$ cat config.mk
export PLATFORM = sky130hd
export DESIGN_NAME = arr_bank_arb
export DESIGN_NICKNAME = d
export VERILOG_FILES = /design/src/rtl/arr_bank_pkg.sv /design/src/rtl/rr_pick.sv /design/src/rtl/arr_bank_arb.sv
export SDC_FILE = /design/constraint.sdc
export NUM_CORES = 1
export LEC_CHECK = 0
export CAP_MARGIN = 10
export CORE_AREA = 2 2 375 377
export CTS_CLUSTER_SIZE = 10
export DETAILED_ROUTE_END_ITERATION = 12
export DIE_AREA = 0 0 377 379
export GPL_TIMING_DRIVEN = 0
export PLACE_DENSITY_LB_ADDON = 0.05
export SYNTH_ARGS = -nofsm -noshare
export SYNTH_HDL_FRONTEND = slang
export SYNTH_SLANG_ARGS = --single-unit
export TNS_END_PERCENT = 1
$ cat constraint.sdc
create_clock -name arr_bank_arb_clk_ip -period 8.3 [get_ports arr_bank_arb_clk_ip]
set_clock_uncertainty 0.05 [all_clocks]
set_input_delay 1.66 -clock arr_bank_arb_clk_ip [delete_from_list [all_inputs] [get_ports arr_bank_arb_clk_ip]]
set_output_delay 1.66 -clock arr_bank_arb_clk_ip [all_outputs]
set_load 0.05 [all_outputs]
$ cat src/rtl/arr_bank_pkg.sv
// Shared types and constants for the arr register-array bank arbiter.
// Imported by the arbiter top and any bench component that needs the FSM encoding.
package arr_bank_pkg;

    localparam int ARR_BANK_MAX_IDX = 128;
    localparam int ARR_BANK_DATA_W  = 128;

    typedef enum logic [2:0] {
        IDLE,
        ARB,
        ISSUE,
        WAIT,
        RESP
    } arb_state_t;

endpackage : arr_bank_pkg

$ cat src/rtl/rr_pick.sv
// Combinational round-robin picker: first set request at or after i_ptr, wrapping modulo NREQ.
// Generic so that other arbiters can reuse it.
module rr_pick #(
    parameter int NREQ  = 4,
    parameter int PTR_W = (NREQ > 1) ? $clog2(NREQ) : 1
) (
    input  logic [NREQ-1:0]  i_req,
    input  logic [PTR_W-1:0] i_ptr,
    output logic [NREQ-1:0]  o_gnt_oh,
    output logic [PTR_W-1:0] o_gnt_idx,
    output logic             o_gnt_vld
);

    localparam logic [PTR_W:0] NREQ_W = (PTR_W+1)'(NREQ);

    logic [PTR_W:0]   w_sum;
    logic [PTR_W-1:0] w_cand;
    logic             w_found;

    // NOTE: every output gets a default before the search loop, so no path leaves
    // a value unassigned and no latch is inferred.
    always_comb begin
        o_gnt_oh  = '0;
        o_gnt_idx = '0;
        w_found   = 1'b0;
        w_sum     = '0;
        w_cand    = '0;
        for (int i = 0; i < NREQ; i++) begin
            w_sum = {1'b0, i_ptr} + (PTR_W+1)'(i);
            if (w_sum >= NREQ_W) begin
                w_sum = w_sum - NREQ_W;
            end
            w_cand = w_sum[PTR_W-1:0];
            if (!w_found && i_req[w_cand]) begin
                w_found          = 1'b1;
                o_gnt_idx        = w_cand;
                o_gnt_oh[w_cand] = 1'b1;
            end
        end
        o_gnt_vld = w_found;
    end

endmodule : rr_pick

$ cat src/rtl/arr_bank_arb.sv
// Round-robin arbiter and access sequencer in front of the arr register-array bank.
// One transaction at a time: IDLE -> ARB -> (ISSUE -> [WAIT]) -> RESP -> IDLE.
module arr_bank_arb
    import arr_bank_pkg::*;
#(
    parameter int NREQ    = 4,
    parameter int IDX_W   = 8,
    parameter int MAX_IDX = ARR_BANK_MAX_IDX,
    parameter int DATA_W  = ARR_BANK_DATA_W,
    parameter int TMO     = 16
) (
    input  logic                   arr_bank_arb_clk_ip,
    input  logic                   arr_bank_arb_rst_ip,
    input  logic [NREQ-1:0]        req_ip,
    input  logic [NREQ-1:0]        we_ip,
    input  logic [NREQ*IDX_W-1:0]  idx_ip,
    input  logic [NREQ*DATA_W-1:0] wdata_ip,
    output logic [NREQ-1:0]        ack_op,
    output logic                   err_op,
    output logic [DATA_W-1:0]      rdata_op,
    output logic                   bank_vld_op,
    output logic                   bank_we_op,
    output logic [IDX_W-1:0]       bank_idx_op,
    output logic [DATA_W-1:0]      bank_wdata_op,
    input  logic                   bank_rdy_ip,
    input  logic                   bank_rvld_ip,
    input  logic [DATA_W-1:0]      bank_rdata_ip,
    output logic                   busy_op
);

    localparam int PTR_W = $clog2(NREQ);
    localparam int TMO_W = $clog2(TMO + 1);

    localparam logic [TMO_W-1:0] TMO_LAST = TMO_W'(TMO - 1);
    localparam logic [TMO_W-1:0] TMO_SAT  = TMO_W'(TMO);
    localparam logic [IDX_W-1:0] IDX_MAX  = IDX_W'(MAX_IDX);
    localparam logic [PTR_W-1:0] PTR_LAST = PTR_W'(NREQ - 1);

    arb_state_t r_state;
    arb_state_t w_state_nxt;

    logic [PTR_W-1:0]  r_rr_ptr;
    logic [PTR_W-1:0]  r_gnt;
    logic              r_we;
    logic [IDX_W-1:0]  r_idx;
    logic [DATA_W-1:0] r_wdata;
    logic [DATA_W-1:0] r_rdata;
    logic              r_err;
    logic [TMO_W-1:0]  r_tmo_cnt;

    logic [IDX_W-1:0]  w_idx_arr   [NREQ];
    logic [DATA_W-1:0] w_wdata_arr [NREQ];
    logic [NREQ-1:0]   w_pick_oh;
    logic [PTR_W-1:0]  w_pick_idx;
    logic              w_pick_vld;
    logic              w_pick_we;
    logic [IDX_W-1:0]  w_pick_bank_idx;
    logic              w_idx_ok;
    logic              w_tmo_hit;
    logic              w_in_issue;

    // Unpack the per-requester buses so the winner can be selected by index.
    for (genvar g = 0; g < NREQ; g++) begin : g_unpack
        assign w_idx_arr[g]   = idx_ip[g*IDX_W +: IDX_W];
        assign w_wdata_arr[g] = wdata_ip[g*DATA_W +: DATA_W];
    end

    rr_pick #(
        .NREQ  (NREQ),
        .PTR_W (PTR_W)
    ) u_rr_pick (
        .i_req     (req_ip),
        .i_ptr     (r_rr_ptr),
        .o_gnt_oh  (w_pick_oh),
        .o_gnt_idx (w_pick_idx),
        .o_gnt_vld (w_pick_vld)
    );

    assign w_pick_we       = |(we_ip & w_pick_oh);
    assign w_pick_bank_idx = w_idx_arr[w_pick_idx];
    assign w_idx_ok        = (w_pick_bank_idx != '0) && (w_pick_bank_idx <= IDX_MAX);
    // The counter reads 0 on the first cycle of a state, so the last allowed cycle is TMO-1.
    assign w_tmo_hit       = (r_tmo_cnt >= TMO_LAST);

    always_ff @(posedge arr_bank_arb_clk_ip or negedge arr_bank_arb_rst_ip) begin
        if (!arr_bank_arb_rst_ip) begin
            r_state <= IDLE;
        end else begin
            r_state <= w_state_nxt;
        end
    end

    always_comb begin
        w_state_nxt = r_state;
        case (r_state)
            IDLE: begin
                if (|req_ip) begin
                    w_state_nxt = ARB;
                end
            end
            ARB: begin
                // A requester that withdrew between IDLE and ARB leaves nothing to grant.
                if (!w_pick_vld) begin
                    w_state_nxt = IDLE;
                end else if (!w_idx_ok) begin
                    w_state_nxt = RESP;
                end else begin
                    w_state_nxt = ISSUE;
                end
            end
            ISSUE: begin
                if (bank_rdy_ip) begin
                    w_state_nxt = r_we ? RESP : WAIT;
                end else if (w_tmo_hit) begin
                    w_state_nxt = RESP;
                end
            end
            WAIT: begin
                if (bank_rvld_ip || w_tmo_hit) begin
                    w_state_nxt = RESP;
                end
            end
            RESP:    w_state_nxt = IDLE;
            default: w_state_nxt = IDLE;
        endcase
    end

    // NOTE: all sequential state uses non-blocking assignments so every register
    // samples the pre-edge values of the others, independent of statement order.
    always_ff @(posedge arr_bank_arb_clk_ip or negedge arr_bank_arb_rst_ip) begin
        if (!arr_bank_arb_rst_ip) begin
            r_rr_ptr  <= '0;
            r_gnt     <= '0;
            r_we      <= 1'b0;
            r_idx     <= '0;
            r_wdata   <= '0;
            r_rdata   <= '0;
            r_err     <= 1'b0;
            r_tmo_cnt <= '0;
        end else begin
            if (w_state_nxt != r_state) begin
                r_tmo_cnt <= '0;
            end else if (r_tmo_cnt != TMO_SAT) begin
                r_tmo_cnt <= r_tmo_cnt + TMO_W'(1);
            end

            case (r_state)
                ARB: begin
                    if (w_pick_vld) begin
                        r_gnt    <= w_pick_idx;
                        r_we     <= w_pick_we;
                        r_idx    <= w_pick_bank_idx;
                        r_wdata  <= w_wdata_arr[w_pick_idx];
                        r_rr_ptr <= (w_pick_idx == PTR_LAST) ? '0 : w_pick_idx + PTR_W'(1);
                        r_err    <= !w_idx_ok;
                        if (!w_idx_ok && !w_pick_we) begin
                            r_rdata <= '0;
                        end
                    end
                end
                ISSUE: begin
                    if (!bank_rdy_ip && w_tmo_hit) begin
                        r_err <= 1'b1;
                        if (!r_we) begin
                            r_rdata <= '0;
                        end
                    end
                end
                WAIT: begin
                    if (bank_rvld_ip) begin
                        r_rdata <= bank_rdata_ip;
                    end else if (w_tmo_hit) begin
                        r_err   <= 1'b1;
                        r_rdata <= '0;
                    end
                end
                default: ;
            endcase
        end
    end

    // Command fields are gated with ISSUE so the bank port reads all-zero when idle.
    assign w_in_issue    = (r_state == ISSUE);
    assign bank_vld_op   = w_in_issue;
    assign bank_we_op    = w_in_issue && r_we;
    assign bank_idx_op   = w_in_issue ? r_idx : '0;
    assign bank_wdata_op = w_in_issue ? r_wdata : '0;

    assign err_op   = (r_state == RESP) && r_err;
    assign rdata_op = r_rdata;
    assign busy_op  = (r_state != IDLE);

    always_comb begin
        ack_op = '0;
        if (r_state == RESP) begin
            ack_op[r_gnt] = 1'b1;
        end
    end

endmodule : arr_bank_arb

=== After elaboration in Yosys (flattened, before gate mapping) ===
Index checks and enable logic that the tools add are counted.

* Word-level logic and storage cells: 150
* Latch bits: 0
* Bits in registers: 278
* ROM bits: 0
* RAM bits: 0
* Input port bits: 684
* Output and inout bits: 272
* Memories: 0

* Div/mod/pow operators: 0
* Reductions and logical operators: 30
* Add/sub/neg operators: 9
* Muxes and demuxes: 66
* Shift operators: 0
* $lt $le $gt $ge: 17
* Equality and inequality tests: 14
* Multipliers: 0
* Bitwise operators: 5

{| class="wikitable"
|+ Operators by type and width
! operator !! number
|-
| two-way mux 128 bit || 9
|-
| one-hot mux 128 bit (3 select lines) || 1
|-
| binary-select mux 128 bit (select 2 bit) || 1
|-
| two-way mux 8 bit || 3
|-
| two-way mux 3 bit || 7
|-
| two-way mux 4 bit || 5
|-
| two-way mux 2 bit || 9
|-
| two-way mux 1 bit || 17
|-
| binary-select mux 8 bit (select 2 bit) || 1
|-
| less-than comparator 2 x 3 -> 1 bit, second input constant || 5
|-
| logical AND 1 bit || 13
|-
| greater-or-equal comparator 3 bit, second input constant || 4
|-
| bitwise OR 4 bit || 3
|-
| one-hot mux 3 bit (4 select lines) || 1
|-
| demux 1 bit (select 2 bit) || 5
|-
| greater-or-equal comparator 2 x 1 -> 1 bit, second input constant || 5
|-
| two-way mux 5 bit || 2
|-
| != test 2 bit, second input constant || 5
|-
| binary-select mux 1 bit (select 2 bit) || 4
|-
| <= comparator 8 bit, second input constant || 1
|-
| nonzero test 8 bit || 1
|-
| OR reduction 4 bit || 2
|-
| subtractor 2 x 1 -> 2 bit, second input constant || 4
|-
| adder 2 x 2 -> 3 bit, second input constant || 2
|-
| 24 further kinds || 31
|}

=== Logic depth before layout (Yosys ltp) ===
Gate-level depths: netlist (run 1).

* Depth after elaboration: 25
* Gate-level depth with buffers: 15
* Depth with buffers taken out: 11

=== By module ===
A second synthesis (run 1) with hierarchy kept.

* Cells, all modules: 1328
* Area, all modules: 15157.0 um^2

{| class="wikitable"
|+ By module, submodules not included
! module !! seq. area each (um^2) !! cells each !! area an instance (um^2) !! times used
|-
| arr_bank_arb || 6956.7 || 1283 || 14735.4 || 1
|-
| rr_pick || 0.0 || 45 || 421.7 || 1
|}

=== Worst setup path before layout (run 1) ===
No wires, ideal clock.

* Kind: input -> register
* From: input port req_ip[3]
* To: register r_rdata[104] (netlist: rdata_op[104])
* Required time: 8.126 ns
* Path buffers: 3
* Library setup time: 0.124 ns
* Data arrival time: 5.125 ns
* Stages on the path: 11
* Path slack: 3.001 ns
* Path through: clkbuf_1 or3b_2 o21a_1 o2bb2ai_1 mux4_1 or4_1 or4_4 and4bb_2 buf_8 buf_6 o31ai_1

* Cells in the longest elaborated chain, start to end: 22
* Elaborated cells on any way between the ends: 44
* Classes of those cells: order compare (1); eq/ne (2); mux (23); bitwise (5); reduce/logical (13)

{| class="wikitable"
|+ Ends and longest elaborated chain
! item !! line !! text
|-
| start, declared || arr_bank_arb.sv:14 || <nowiki>input logic [NREQ-1:0] req_ip,</nowiki>
|-
| binary-select mux 1 bit (select 2 bit) || rr_pick.sv:34 || <nowiki>if (!w_found && i_req[w_cand]) begin</nowiki>
|-
| two-way mux 1 bit (implied by the code) || rr_pick.sv:34 ||
|-
| two-way mux 1 bit || rr_pick.sv:34 ||
|-
| logical NOT 1 bit || rr_pick.sv:34 ||
|-
| logical AND 1 bit || rr_pick.sv:34 ||
|-
| two-way mux 1 bit || rr_pick.sv:34 ||
|-
| logical NOT 1 bit || rr_pick.sv:34 ||
|-
| logical AND 1 bit || rr_pick.sv:34 ||
|-
| (+5 left out) || -- ||
|-
| binary-select mux 8 bit (select 2 bit) || arr_bank_arb.sv:80 || <nowiki>assign w_pick_bank_idx = w_idx_arr[w_pick_idx];</nowiki>
|-
| two-way mux 8 bit (implied by the code) (2 in a row) || arr_bank_arb.sv:80 ||
|-
| <= comparator 8 bit or nonzero test 8 bit (tied branches) || arr_bank_arb.sv:81 || <nowiki>assign w_idx_ok = (w_pick_bank_idx != '0) && (w_pick_bank_idx <= IDX_MAX);</nowiki>
|-
| logical AND 1 bit || arr_bank_arb.sv:81 ||
|-
| logical NOT 1 bit || arr_bank_arb.sv:156 || <nowiki>if (!w_idx_ok && !w_pick_we) begin</nowiki>
|-
| logical AND 1 bit || arr_bank_arb.sv:156 ||
|-
| != test 2 bit (no line) || -- ||
|-
| AND reduction 6 bit (no line) (*) || -- ||
|-
| end signal, assigned || arr_bank_arb.sv:171 || <nowiki>r_rdata <= bank_rdata_ip;</nowiki>
|-
| end, declared || arr_bank_arb.sv:47 || <nowiki>logic [DATA_W-1:0] r_rdata;</nowiki>
|}

Every way passes the cells marked *; elsewhere a longest branch is shown, timed or not. The select of a mux whose other input is x is not followed.
A chain may end at the register's enable or synchronous reset.

=== Worst setup path after layout (run 1) ===
* From: register r_state[0]
* To: output port bank_idx_op[6]

* Cells in the longest elaborated chain, start to end: 2

{| class="wikitable"
|+ Ends and longest elaborated chain
! item !! line !! text
|-
| start, declared || arr_bank_arb.sv:39 || <nowiki>arb_state_t r_state;</nowiki>
|-
| start signal, assigned || arr_bank_arb.sv:89 || <nowiki>r_state <= w_state_nxt;</nowiki>
|-
| == test 3 x 2 -> 1 bit || arr_bank_arb.sv:183 || <nowiki>assign w_in_issue = (r_state == ISSUE);</nowiki>
|-
| two-way mux 8 bit || arr_bank_arb.sv:186 || <nowiki>assign bank_idx_op = w_in_issue ? r_idx : '0;</nowiki>
|-
| end, declared || arr_bank_arb.sv:23 || <nowiki>output logic [IDX_W-1:0] bank_idx_op,</nowiki>
|}

Every way passes these cells.

==> metrics.txt, run 1 <==
DRT iter0 DRCs=1,027; Core ar.=0.139 mm^2; Post-synth top flop=dfrtp_1; Final TNS setup=0 ps; Post-synth EDFFs=0; hold_buf cts=0; GP Congestion=0.827; Max Cap Violations=0; Syn Nets=3,046; leakage=12.7 nW; Seq/Total Area, Yosys=40.6%; synth unique cells=54; vias in the first global route=21,400; Via Count=20,300; Die W=approximately 380 um; Worst-Margin Slew=1110 ps; worst-skew pair later-pin latency=610 ps; startpoint types=flop; Yosys Warn Count=0; VDD IR max=0.000152 V; Clock transition at path regs=about 60 ps; Mapped Area=about 0.017 mm^2; total power divided by cell area=373 mW/mm^2; Remaining DRCs=0; iteration count of the initial detailed-routing pass=5; Highest Clock Rate=between 150 and 200 MHz; antenna-violating nets left=0; # H-tree levels=2; Cell Rows=about 140; TritonCTS buffer count=44; Wirelength per Cell=25.0 um; Synth Area per Inst=7.28 um^2; first-pass GRT wire length=roughly 180,000 um; Worst slew margin=between 20 and 30%; Die Y=379 um; Max stage delay cell, worst path=clkdlybuf4s50_1; minimum clock period=roughly 6000 ps; final WL=130,000 um; gr usage total=roughly 18%; RSZ-0062 raised after global routing=false; largest net degree at the start of global routing=87; Root Buffer Master=clkbuf_16; combinational family with the most area after synthesis=simple AND/OR/NAND/NOR gates; Post-Synth XOR/XNOR Area=0.307%; io pins=956; Die ar.=0.143 mm^2; crit path kind=flop to output port; Clock Path Buffers=3; Sink Count=roughly 280; Final Max Slew Viols=0; Synth Area in Simple Gates=41.7%; Final Cycle Share=between 70 and 80%; worst path cell trace=clkbuf_1 -> or3b_2 -> inv_1 -> clkbuf_1 -> clkbuf_1 -> and2_1 -> clkdlybuf4s50_1; Synth Area in Compound Gates=8.99%; final setup violation count=0; mux cell area share after synthesis=1.51%; overall power=11.4 mW; asr flop ratio synth=100%; post-CTS setup repair buffer count=0; GRT overflow=0; nets@finish=approximately 4,100; final-report hold violation count=0; layout cells sized above 1=5.22%; Synth Area in Adders=0.804%; CTS tree=done; Synth-to-Final Area Change=78.6%; Seq cells post-synth=~280; HP Class=flop to flop; Crit path largest cell delay=around 1100 ps; gate count after technology mapping=2,351; initial antenna violation count=a little under 60; Crit path buffers/inverters=5; Starting Density=12.3%; CP top delay family=buffers and inverters; crit path max fanout=10; Critical Path Most Common Cell=clkbuf_1; DPL Wire Length=107,000 um; Vias/cell=3.90; # port buffers=approximately 960; post-CTS sizing=0; CP endpoint kind=output port; status=finished, final reports clean; CP Data Arrival Time=4410 ps; Required @ worst endpoint=6590 ps
## worst register-to-register path, cell delays in order (launching register included)
cell and delay, ps:
dfrtp_1 440, buf_6 160, buf_4 190, inv_1 110
ha_1 420, a21o_1 190, o22a_1 190, a2bb2oi_1 550
clkbuf_1 880, clkbuf_2 670, clkbuf_1 540, nand2_1 120
nand3_1 250, nand3_1 200, nand2_1 110
## report_power, final
part,internal [mW],switching [mW]
combinational,2.19,5.06
clock,1.13,0.788
sequential,1.94,0.301
## cells in the mapped netlist (2+ instances only)
cell type     n  area share, %
or3_1         2          0.073
nor3_1        9           0.26
buf_6        25            1.6
nor2b_1       4           0.15
clkbuf_1    165            3.6
inv_1         9           0.20
o32a_1        2           0.12
mux2i_1      13           0.76
buf_4         2          0.088
nor2_1       17           0.37
mux2_2        3           0.20
mux4_2        3           0.39
buf_8         5           0.44
ha_1         11           0.80
a21o_1        2          0.088
o31ai_2      48            3.5
or3b_2        2           0.10
and3_1        5           0.18
dfrtp_1     278             41
o31ai_1      81            3.6
a31oi_1       6           0.22
nand3_1     392             11
a21oi_1      10           0.29
nand2_1    1065             23
or4_1         3           0.13
o21ai_0      12           0.35
o21a_1        3           0.13
nor4_1        5           0.18
a22oi_1       4           0.18
and2_1      137            5.0
xnor2_1       5           0.26
## registers in the layout, summed over array words and instances (netlist names)
| signal | cells |
|---|---|
| r_wdata | 128 |
| rdata_op | 128 |
| r_we | 1 |
| r_err | 1 |
| r_state | 3 |
| r_gnt | 2 |
| r_rr_ptr | 2 |
| r_tmo_cnt | 5 |
| r_idx | 8 |
## cell type report
class	instances	area, um^2
diodes	10	25.0
clock inverters	18	211
fillers	15600	108000
well taps	1807	2260
clock buffers	57	1220
multi-input cells	1866	9140
repair buffers	964	9740
plain buffers	198	1000
flip-flops and latches	278	6960
inverters	9	33.8
## layer usage
layer	GRT usage, %	wire length, um	vias to the layer above
li1	-	-	9768
met1	20.4	52500	9594
met2	30.9	64100	718
met3	6.37	10900	171
met4	3.09	2210	36
met5	0	234	-
## per-stage QoR
step                util [%]  hold slack, ps  cell area, um^2  std cells  worst slack (ps)
global placement        20.8             402            28900       5113            -10190
global route            22.0             431            30600       5201              1820
detailed placement      21.0             405            29100       5122              1720
CTS                     22.0             420            30600       5197              2010
floorplan                  -             387            17100       2351              3000
finish                  22.0             414            30600       5207              2180
## final timing paths
check / from / end / slack (ps) / cells past startpoint
max: r_state[0] / bank_idx_op[6] / 2180 / 7
min: r_wdata[51] / r_wdata[51] / 410 / 2
max reg2reg: r_rr_ptr[0] / r_wdata[15] / 3160 / 14
min reg2reg: r_wdata[51] / r_wdata[51] / 410 / 2
max in group asynchronous: arr_bank_arb_rst_ip / r_wdata[85] / 5790 / 3
min in group asynchronous: arr_bank_arb_rst_ip / rdata_op[64] / 920 / 1
## cell families after synthesis
group,Yosys count
buffers and inverters,207
muxes,20
AOI/OAI and AO/OA,179
xor gates and xnor gates,6
and+or+nand+nor,1650
DFF,278
adders and majority gates,11
## cell usage in the layout (no fill, tap or decap), drive strengths merged, types with 3 or more instances in the layout
cell | netlist | layout
nand2 | 1065 | 1065
clkdlybuf4s50 | 0 | 954
nand3 | 392 | 392
dfrtp | 278 | 278
clkbuf | 165 | 222
and2 | 137 | 137
o31ai | 129 | 129
buf | 33 | 43
nor2 | 17 | 17
mux2i | 13 | 13
o21ai | 13 | 13
clkinv | 0 | 12
ha | 11 | 11
diode | 0 | 10
a21oi | 10 | 10
inv | 9 | 10
nor3 | 9 | 9
a31oi | 6 | 6
nor4 | 5 | 5
and3 | 5 | 5
xnor2 | 5 | 5
nor2b | 4 | 4
a22oi | 4 | 4
mux4 | 4 | 4
or4 | 4 | 4
mux2 | 3 | 3
o21a | 3 | 3
bufinv | 0 | 3
No activity file was read; power rests on OpenSTA's default activity.
==> inputs of run 2 (changes only) <==
Clock period 8.3 ns to 5.2 ns, I/O delays scaled along.
==> run 2 against run 1 <==
Effect of this change:
- critical path depth increased by 7
- critical endpoint is now rdata_op[43]
- cell area increased by 0.18%
- routed wire length about the same
- clock-buffer cell count unchanged
- flip-flop and latch count unchanged
- highest routed layer unchanged
- combinational power increased by 60%
- cell count about the same
- register-to-register slack got worse by 2800 ps
- critical path type is now input pin to flop
- die area unchanged
==> metrics.txt, run 2 (same netlist as run 1, synthesis figures left out) <==
nets@finish=4,056 (unchanged); VDD IR max=0.000242 V (was 0.000152 V); final WL=130,000 um (about the same); R2R Path Start=r_rr_ptr[0] (unchanged); hold_buf cts=0 (unchanged); Required @ worst endpoint=5640 ps (was 6590 ps); total power divided by cell area=595 mW/mm^2 (was 373 mW/mm^2); gr usage total=17.5% (about the same); startpoint types=input pin (was flop); Final Cycle Share=96.1%; met2 Use GR=30.8% (was 30.9%); vias in the first global route=21,400 (about the same); Remaining DRCs=0 (unchanged); Clock transition at path regs=60 ps (about the same); met1 Resource Use GR=20.4% (unchanged); Top Usage Layer GRT=met2 (unchanged); first-pass GRT wire length=175,000 um (about the same); commonest non-fill, non-tap cell in the layout=nand2_1 (unchanged); # port buffers=955 (unchanged); worst-skew pair later-pin latency=610 ps (about the same); CTS tree=done (unchanged); Die Y=379 um (unchanged); met3 Usage GRT=6.37% (unchanged); GP Congestion=0.827 (unchanged); Worst-Margin Slew=1090 ps (was 1110 ps); largest net degree at the start of global routing=87 (unchanged); Starting Density=12.3% (unchanged); CP endpoint kind=flop (was output port); placed insts=5,122 (unchanged); DRT iter0 DRCs=1,006 (was 1,027); R2R setup slack=330 ps (was 3160 ps); fin area=0.0306 mm^2 (about the same); Min Hold Slack=305 ps (was 414 ps); overall power=18.2 mW (was 11.4 mW); fillers=15,600 (about the same); iteration count of the initial detailed-routing pass=6 (was 5); Final TNS setup=0 ps (unchanged); Via Count=20,300 (about the same); Die ar.=0.143 mm^2 (unchanged); io pins=956 (unchanged); status=finished, final reports clean (unchanged); Core Util, Final=22.1% (was 22.0%); Clock Path Buffers=3 (unchanged); Sink Count=278 (unchanged); HP Class=input pin to asynchronous set/reset pin (was flop to flop); minimum clock period=5000 ps; Max Cap Violations=0 (unchanged); GRT overflow=0 (unchanged); crit path kind=input pin to flop (was flop to output port); TritonCTS buffer count=44 (unchanged); Synth-to-Final Area Change=79.0% (was 78.6%); Final Max Slew Viols=0 (unchanged); Core ar.=0.139 mm^2 (unchanged); CP Data Arrival Time=5440 ps (was 4410 ps); Highest Clock Rate=200 MHz; final setup violation count=0 (unchanged); final std cells w/o fill=5,211 (was 5,207); most frequent cells in the layout=1,065 x nand2_1, 944 x clkdlybuf4s50_1, 392 x nand3_1, 278 x dfrtp_1, 160 x clkbuf_1 (was 1,065 x nand2_1, 954 x clkdlybuf4s50_1, 392 x nand3_1, 278 x dfrtp_1, 168 x clkbuf_1); leakage=12.9 nW (was 12.7 nW); RSZ-0062 raised after global routing=true (was false); Die W=377 um (unchanged); FF-to-FF path depth=15 (was 14); final setup margin=204 ps (was 2180 ps); Cell Rows=137 (unchanged); placed inst area=0.0291 mm^2 (unchanged); post-CTS setup repair buffer count=0 (unchanged); reg2reg end=r_wdata[111] (was r_wdata[15]); antenna-violating nets left=0 (unchanged); final-report hold violation count=0 (unchanged); crit path max fanout=10 (unchanged); Worst slew margin=27.4% (was 26.0%); DPL Wire Length=107,000 um (unchanged); Vias/cell=3.89 (was 3.90); layout cells sized above 1=5.46% (was 5.22%); # H-tree levels=2 (unchanged); initial antenna violation count=59 (unchanged); Root Buffer Master=clkbuf_16 (unchanged); pre-CTS WS=-761 ps (was 1720 ps); Wirelength per Cell=24.9 um (was 25.0 um)
==> run 2: how the worst max path moves through the flow <==
stage,startpoint,to,slack [ps]
5_1_grt,r_state[0],bank_wdata_op[83],-60
2_1_floorplan,req_ip[3],rdata_op[104],520
3_5_place_dp,req_ip[0],r_wdata[11],-760
3_3_place_gp,arr_bank_arb_rst_ip,r_wdata[84],-12670
6_report,req_ip[2],rdata_op[43],200
4_1_cts,req_ip[2],rdata_op[113],5
==> run 2: layout make-up <==
cell class / instances / area (um^2) / share of cell area (%)
well taps: 1807 / 2260 / 7.38
clock buffers: 57 / 1220 / 3.98
repair buffers: 964 / 9760 / 31.8
flip-flops and latches: 278 / 6960 / 22.7
plain buffers: 198 / 1010 / 3.30
diodes: 14 / 35.0 / 0.114
multi-input cells: 1866 / 9150 / 29.9
clock inverters: 18 / 211 / 0.690
inverters: 9 / 33.8 / 0.110
==> run 2: what timing repair did <==
action | CTS | global route
resized for setup | 5 | 20
setup endpoints to repair | 157 | 146
pin swaps | 0 | 0
==> run 2: worst max-delay path: stages <==
cell,delay (ps)
clkdlybuf4s50_1,480
clkbuf_2,220
nor2b_1,290
mux2i_1,120
o221a_1,250
o21ai_1,230
buf_6,280
mux4_2,630
or4_1,550
or4_4,460
and4bb_2,350
buf_8,210
buf_6,190
o31ai_1,90
==> run 2: routing by layer <==
metal / wire [um] / up-vias / share of wire, %
met4: 2740 / 36 / 2.1
met2: 63600 / 737 / 49
li1: - / 9772 / -
met1: 52200 / 9549 / 40
met5: 234 / - / 0.18
met3: 11200 / 177 / 8.6
==> run 2: power by group <==
| group | internal, mW | switching [mW] |
|---|---|---|
| Clock | 1.80 | 1.25 |
| Combinational | 3.50 | 8.08 |
| Sequential | 3.10 | 0.482 |
==> inputs of run 3 (changes only) <==
Settings changed: CTS_CLUSTER_DIAMETER set to 50.
==> run 3 against run 2 <==
Effect of this change:
- combinational power about the same
- non-clock buffer count is the same
- die area is the same
- worst hold slack lost 10 ps
- cell count increased by 1.1%
- sequential power barely moved
- critical path type unchanged
- largest cell class unchanged
==> metrics.txt, run 3 (same netlist as run 1, synthesis figures left out) <==
CP endpoint=rdata_op[56] (was rdata_op[43]); final WL=130,000 um (about the same); post-CTS setup repair buffer count=0 (unchanged); Required @ worst endpoint=5660 ps (was 5640 ps); Starting Density=12.3% (unchanged); Via Count=20,600 (was 20,300); R2R setup slack=260 ps (was 330 ps); Synth-to-Final Area Change=87.0% (was 79.0%); Die Y=379 um (unchanged); minimum clock period=5120 ps (was 5000 ps); iteration count of the initial detailed-routing pass=5 (was 6); Vias/cell=3.91 (was 3.89); FF-to-FF path depth=14 (was 15); VDD IR max=0.000220 V (was 0.000242 V); Core ar.=0.139 mm^2 (unchanged); gr usage total=17.7% (was 17.5%); startpoint types=input pin (unchanged); DPL Wire Length=107,000 um (unchanged); Root Buffer Master=clkbuf_16 (unchanged); Max stage delay cell, worst path=mux4_2 (unchanged); HP Class=input pin to asynchronous set/reset pin (unchanged); nets@finish=4,089 (was 4,056); antenna-violating nets left=0 (unchanged); TritonCTS buffer count=77 (was 44); Min Hold Slack=295 ps (was 305 ps); Final Cycle Share=98.4% (was 96.1%); Wirelength per Cell=24.7 um (was 24.9 um); RSZ-0062 raised after global routing=true (unchanged); vias in the first global route=21,900 (was 21,400); crit path kind=input pin to flop (unchanged); Worst slew margin=27.4% (about the same); GRT overflow=0 (unchanged); # port buffers=955 (unchanged); Sink Count=278 (unchanged); Die ar.=0.143 mm^2 (unchanged); Final Max Slew Viols=0 (unchanged); Final TNS setup=0 ps (unchanged); Cell Rows=137 (unchanged); Remaining DRCs=0 (unchanged); initial antenna violation count=58 (was 59); CP startpoint=req_ip[2] (unchanged); GP Congestion=0.827 (unchanged); Highest Clock Rate=195 MHz (was 200 MHz); layout cells sized above 1=7.03% (was 5.46%); R2R Path Start=r_rr_ptr[0] (unchanged); Worst-Margin Slew=1090 ps (about the same); final setup violation count=0 (unchanged); Clock transition at path regs=50 ps (was 60 ps); first-pass GRT wire length=176,000 um (was 175,000 um); CTS tree=done (unchanged); commonest non-fill, non-tap cell in the layout=nand2_1 (unchanged); Max Cap Violations=0 (unchanged); status=finished, final reports clean (unchanged); Die W=377 um (unchanged); reg2reg end=rdata_op[56] (was r_wdata[111]); io pins=956 (unchanged); leakage=13.8 nW (was 12.9 nW); final-report hold violation count=0 (unchanged); DRT iter0 DRCs=1,031 (was 1,006); Crit path largest cell delay=630 ps (about the same); crit path max fanout=10 (unchanged); Critical Path Most Common Cell=buf_6 (unchanged); worst path cell trace=clkdlybuf4s50_1 -> clkbuf_1 -> nor2b_1 -> mux2i_1 -> o221a_1 -> o21ai_1 -> buf_6 -> mux4_2 -> or4_1 -> or4_4 -> and4bb_2 -> buf_4 -> buf_6 -> o31ai_1 (was clkdlybuf4s50_1 -> clkbuf_2 -> nor2b_1 -> mux2i_1 -> o221a_1 -> o21ai_1 -> buf_6 -> mux4_2 -> or4_1 -> or4_4 -> and4bb_2 -> buf_8 -> buf_6 -> o31ai_1); CP Data Arrival Time=5580 ps (was 5440 ps); Clock Path Buffers=3 (unchanged); largest net degree at the start of global routing=87 (unchanged); total power divided by cell area=638 mW/mm^2 (was 595 mW/mm^2); worst-skew pair later-pin latency=650 ps (was 610 ps); CP endpoint kind=flop (unchanged); most frequent cells in the layout=1,065 x nand2_1, 934 x clkdlybuf4s50_1, 392 x nand3_1, 278 x dfrtp_1, 167 x clkbuf_1 (was 1,065 x nand2_1, 944 x clkdlybuf4s50_1, 392 x nand3_1, 278 x dfrtp_1, 160 x clkbuf_1); # H-tree levels=3 (was 2)
-- run 3: layer usage --
layer | vias to the layer above | track usage (%) | share of wire, %
met2 | 783 | 30.8 | 49
met5 | - | 0 | 0.17
met1 | 9701 | 20.4 | 40
li1 | 9872 | - | -
met3 | 196 | 6.65 | 8.7
met4 | 36 | 3.94 | 2.2
-- run 3: critical path: cells and delay by family --
kind	cells	cell delay [ps]
AOI/OAI and AO/OA	3	570
buffers and inverters	5	1510
and+or+nand+nor	4	1680
muxes	2	750
-- run 3: repair_timing --
action                     CTS  global route
gates resized for setup      5            24
hold endpoints to repair     0             0
setup endpoints to repair  152           159
hold buffers                 0             0
pin swaps                    0             0
-- run 3: how the worst min path moves through the flow --
stage	cells after the start	endpoint	start
floorplan	2	r_idx[3]	r_idx[3]
global placement	2	r_wdata[119]	r_wdata[119]
detailed placement	2	r_wdata[63]	r_wdata[63]
CTS	1	rdata_op[63]	arr_bank_arb_rst_ip
global route	1	rdata_op[64]	arr_bank_arb_rst_ip
finish	1	rdata_op[63]	arr_bank_arb_rst_ip
-- run 3: report_power, final --
part | total, mW | switching, mW | internal (mW)
sequential | 3.59 | 0.481 | 3.10
combinational | 11.6 | 8.10 | 3.49
clock | 5.24 | 1.64 | 3.60
-- run 3: area by class of cell --
type                    count  area [um^2]
well taps                1807         2260
flip-flops and latches    278         6960
diodes                      8         20.0
plain buffers             198         1010
fillers                 15500       107000
clock inverters            42          708
multi-input cells        1866         9140
clock buffers              98         2110
inverters                   9         33.8
repair buffers            964         9780
-- run 3: per-stage QoR --
stage                     total power [mW]  worst slack, ps  std cells  utilization, %  area (um^2)
final                                 20.4             84.7       5270            23.1        32000
after global routing                  22.0             -137       5265            23.0        32000
after CTS                             21.0             11.3       5262            23.0        31900
after detailed placement              15.5             -761       5122            21.0        29100
after global placement                15.5           -12670       5113            20.8        28900
after floorplan                       10.2              521       2351               -        17100
